## config.mk

```make
export PLATFORM = sky130hd
export DESIGN_NAME = decoder_scan_onehot
export DESIGN_NICKNAME = d
export VERILOG_FILES = /design/src/rtl/decoder_scan_onehot.sv
export SDC_FILE = /design/constraint.sdc
export NUM_CORES = 1
export LEC_CHECK = 0
export ABC_AREA = 1
export BUFFER_PORTS_ARGS = -buffer_cell sky130_fd_sc_hd__buf_2
export CORE_MARGIN = 2
export CORE_UTILIZATION = 42
export CTS_CLUSTER_DIAMETER = 50
export DETAILED_ROUTE_END_ITERATION = 10
export PLACE_DENSITY_LB_ADDON = 0.1
export SYNTH_ARGS = -nofsm -noshare
export SYNTH_HDL_FRONTEND = slang
export SYNTH_SLANG_ARGS = --single-unit
```

## constraint.sdc

```tcl
create_clock -name clk -period 1.6 [get_ports clk]
set_input_delay 0.4 -clock clk [delete_from_list [all_inputs] [get_ports clk]]
set_output_delay 0.4 -clock clk [all_outputs]
set_load 0.005 [all_outputs]
```

## src/rtl/decoder_scan_onehot.sv

```systemverilog
// rtl/decoder_scan_onehot.sv - registered binary-to-one-hot decoder with auto-scan
//
// Purpose: decodes sel into one of N = 2^SEL_W select lines (registered), or
// in scan mode steps the active line through all N lines, holding each for
// DWELL cycles. Intended for multiplexed display digit/row drive.
//
// Ports:
//   clk    rising-edge system clock
//   rst_n  asynchronous active-low reset
//   en     output enable; 0 forces all lines inactive
//   mode   0 = direct decode of sel, 1 = auto-scan
//   hold   scan only: freezes index and dwell counter
//   sel    direct-mode select; scan start index
//   out    N select lines (one-hot, or one-cold when ACT_LOW=1)
//   idx    index currently driven
//   step   one-cycle pulse when the scan index advances
//   wrap   one-cycle pulse when the scan index wraps N-1 -> 0
module decoder_scan_onehot #(
   parameter int SEL_W   = 2,
   parameter int DWELL   = 4,
   parameter bit ACT_LOW = 1'b0
) (
   input  logic                   clk,
   input  logic                   rst_n,
   input  logic                   en,
   input  logic                   mode,
   input  logic                   hold,
   input  logic [SEL_W-1:0]       sel,
   output logic [(1<<SEL_W)-1:0]  out,
   output logic [SEL_W-1:0]       idx,
   output logic                   step,
   output logic                   wrap
);

   localparam int N     = 1 << SEL_W;
   // DWELL=1 still needs a 1-bit counter so the compare below stays legal;
   // it simply never leaves zero.
   localparam int CNT_W = (DWELL > 1) ? $clog2(DWELL) : 1;

   localparam logic [CNT_W-1:0] CNT_LAST = CNT_W'(DWELL - 1);
   localparam logic [SEL_W-1:0] IDX_LAST = SEL_W'(N - 1);
   localparam logic [N-1:0]     OUT_IDLE = {N{ACT_LOW}};

   typedef enum logic [1:0] {
      S_IDLE,
      S_DIRECT,
      S_SCAN
   } state_t;

   state_t            state, state_nx;
   logic [SEL_W-1:0]  idx_nx;
   logic [CNT_W-1:0]  cnt, cnt_nx;
   logic [N-1:0]      out_nx;
   logic              step_nx, wrap_nx;

   // Line pattern for an index, already in output polarity.
   function automatic logic [N-1:0] line_drive(input logic [SEL_W-1:0] s);
      logic [N-1:0] v;
      v    = '0;
      v[s] = 1'b1;
      return ACT_LOW ? ~v : v;
   endfunction

   always_ff @(posedge clk or negedge rst_n) begin
      if (!rst_n) begin
         state <= S_IDLE;
         idx   <= '0;
         cnt   <= '0;
         out   <= OUT_IDLE;
         step  <= 1'b0;
         wrap  <= 1'b0;
      end else begin
         state <= state_nx;
         idx   <= idx_nx;
         cnt   <= cnt_nx;
         out   <= out_nx;
         step  <= step_nx;
         wrap  <= wrap_nx;
      end
   end

   // Outputs are computed as next-state values so out, idx, step and wrap
   // all change on the same edge.
   always_comb begin
      state_nx = state;
      idx_nx   = idx;
      cnt_nx   = cnt;
      out_nx   = OUT_IDLE;
      step_nx  = 1'b0;
      wrap_nx  = 1'b0;

      if (!en) begin
         // idx keeps its last value so software can still see where it was.
         state_nx = S_IDLE;
      end else if (!mode) begin
         state_nx = S_DIRECT;
         idx_nx   = sel;
         out_nx   = line_drive(sel);
      end else if (state != S_SCAN) begin
         // Scan (re)start: take sel as the starting line, fresh dwell count.
         state_nx = S_SCAN;
         idx_nx   = sel;
         cnt_nx   = '0;
         out_nx   = line_drive(sel);
      end else begin
         state_nx = S_SCAN;
         if (hold) begin
            out_nx = line_drive(idx);
         end else if (cnt == CNT_LAST) begin
            cnt_nx  = '0;
            idx_nx  = idx + SEL_W'(1);
            out_nx  = line_drive(idx + SEL_W'(1));
            step_nx = 1'b1;
            wrap_nx = (idx == IDX_LAST);
         end else begin
            cnt_nx = cnt + CNT_W'(1);
            out_nx = line_drive(idx);
         end
      end
   end

endmodule

```

==> flow_metrics.py <==
metrics = {
    "global_routing": {
        "grt_pass1_wl_um": 2080,
        "grt_max_degree": 13,
        "track_usage": 0.153,
        "antenna_found_initial": 0,
        "grt.overflow.total": 0,
        "grt_pass1_vias": 505,
    },
    "critical_path": {
        "crit_path_start_kind": "flip-flop",
        "cp_slowest_stage_delay_ps": 430,
        "cp.required_ps": 1200,
        "path_cells": "buf_2",
        "crit_path_max_fanout": 6,
        "crit_type": "reg2out",
        "critPathTopFamily": "flip-flops",
        "path_buf_inv": 1,
        "cp.arrival_ps": 850,
        "end_kind": "output pin",
        "critPathSlowestCell": "dfrtp_1",
    },
    "synth": {
        "ys_types": 16,
        "yosysSeqAreaShare": 0.441,
        "netlist_area_um2": 681,
        "synth_seq_cells": 12,
        "synth_cells": 85,
        "syn-mean-instance-area_um2": 8.01,
        "syn_nets": 98,
        "yosys_warnings": 0,
    },
    "power_and_ir_drop": {
        "max-vdd-ir-drop_mv": 0.832,
        "total_power_uw": 685,
        "clkPwrFrac": 0.346,
        "p_comb_frac": 0.165,
        "p_leak_nw": 0.465,
        "switching_power_uw": 183,
        "powerDensity_nw_per_um2": 839,
        "p_int_uw": 503,
        "swShare": 0.267,
        "pwr-share-seq": 0.489,
    },
    "clock_network": {
        "clkTransAtPathRegs_ps": 70,
        "tritoncts": "done",
        "cts_made_buffers": 3,
        "htreeDepth": 1,
        "cts_buffer_depth": 2,
        "clock_sinks": 12,
        "clockRootBuffer": "clkbuf_4",
        "cts_resized": 0,
        "clk_latency_ps": 270,
    },
    "placement": {
        "preCtsSetupSlack_ps": 420,
        "placed_cells": 115,
        "dpl.hpwl_um": 961,
        "io_buffers": 14,
        "dpl_cell_area_um2": 771,
        "gp_congestion": 0.811,
    },
    "route": {
        "first_iter_violations": 5,
        "post_drt_wl_per_cell_um": 10.0,
        "drt-total-wl_um": 1200,
        "vias": 554,
        "vias_per_cell": 4.62,
        "post-route-drc-count": 0,
        "ant_nets": 0,
        "first_pass_iters": 4,
    },
    "floorplanning": {
        "core_um2": 1510,
        "row_count": 14,
        "initial_utilization": 0.452,
        "die_y_um": 44.3,
        "ioPinCount": 15,
        "die_area_um2": 1960,
        "fp.dieW_um": 44.3,
    },
    "timing": {
        "drv_slew": 0,
        "tightest_slew_ps": 266,
        "finalClockSkew_ps": 2.55,
        "finalCritPeriodShare": 0.783,
        "setup_viol": 0,
        "slew-limit-headroom": 0.823,
        "tns_ps": 0,
        "min_period_ps": 1250,
        "fin_hold_ws_ps": 331,
        "max_freq_mhz": 799,
        "rsz0062_at_grt": "no",
        "hold_viol": 0,
        "fin_ws_ps": 348,
    },
    "layout": {
        "area_growth_pct": 20.0,
        "fin_util": 0.542,
        "layout_commonest_cell": "nand2_1",
        "final_net_count": 118,
        "layout_common_cells": "22 x nand2_1, 14 x inv_1, 14 x buf_2",
        "drive_above_1_share": 0.231,
        "final_cells": 120,
        "stdcell_area_um2": 817,
        "n_fill_cell": 141,
        "n_antenna_cell": 0,
    },
    "flow_run": {
        "maxCapViolations": 0,
    },
    "min_path": {
        "hold_class": "in2reg",
    },
    "run_status": {
        "status": "completed",
    },
}
-- power groups by stage --
stage | clock network [mW] | registers, mW | logic (mW)
floorplan | 0 | 0.341 | 0.0681
global placement | 0 | 0.341 | 0.112
detailed placement | 0 | 0.342 | 0.112
CTS | 0.246 | 0.336 | 0.115
global route | 0.265 | 0.339 | 0.133
finish | 0.237 | 0.335 | 0.113
-- what timing repair did --
action / 4_1_cts / 5_1_grt
hold buffers: 1 / 0
setup endpoints to repair: 0 / 0
hold endpoints to repair: 12 / 0
setup buffers: 0 / 0
-- sequential cells by signal, indices dropped and copies added (netlist names) --
signal / flops
state: 2
wrap: 1
step: 1
cnt: 2
out: 4
idx: 2
-- cells in the mapped netlist --
master / instances / area (µm²)
nand3_1: 12 / 60.1
o21ai_1: 1 / 5.00
ha_1: 6 / 75.1
o21ai_2: 2 / 17.5
inv_1: 14 / 52.6
nor4_1: 1 / 6.26
o21ai_0: 2 / 10.0
nor2_2: 1 / 6.26
nor2_1: 4 / 15.0
nor3_1: 1 / 5.00
inv_2: 1 / 3.75
nand2_1: 22 / 82.6
a21oi_1: 4 / 20.0
dfrtp_1: 12 / 300
nor2_4: 1 / 11.3
nand3_2: 1 / 10.0
-- routing by layer --
layer,track usage,wire length [µm],vias to the layer above
met5,0,0,-
met4,0.0545,13,0
met3,0.0735,69,2
met2,0.259,559,11
met1,0.166,560,234
li1,-,-,307
-- cell type report --
| cell class | instances | area [µm²] | area share |
|---|---|---|---|
| Multi-Input combinational cell | 58 | 324 | 0.397 |
| Sequential cell | 12 | 300 | 0.368 |
| Timing Repair Buffer | 15 | 80.1 | 0.0980 |
| Inverter | 15 | 56.3 | 0.0689 |
| Clock buffer | 4 | 36.3 | 0.0444 |
| Tap cell | 16 | 20.0 | 0.0245 |
-- logic make-up after synthesis --
group / count (synthesis) / share of synthesized area
flip-flops: 12 / 0.441
adder cells (fa/ha/maj): 6 / 0.110
AO/OA/AOI/OAI: 9 / 0.0772
AND/OR/NAND/NOR: 43 / 0.289
buffers and inverters: 15 / 0.0827
-- worst paths after layout --
check                              startpoint                 end  slack [ps]  depth (start not counted)
max in group asynchronous               rst_n  idx[0]$_DFFE_PN0P_         860                          2
max                        idx[0]$_DFFE_PN0P_              idx[0]         350                          1
min reg2reg                cnt[1]$_DFFE_PN0P_  cnt[1]$_DFFE_PN0P_         530                          2
max reg2reg                cnt[0]$_DFFE_PN0P_  idx[1]$_DFFE_PN0P_         400                          7
min                                      mode  state[0]$_DFF_PN0_         330                          2
min in group asynchronous               rst_n    out[1]$_DFF_PN0_         530                          2
(Power assumes the default switching activity.)
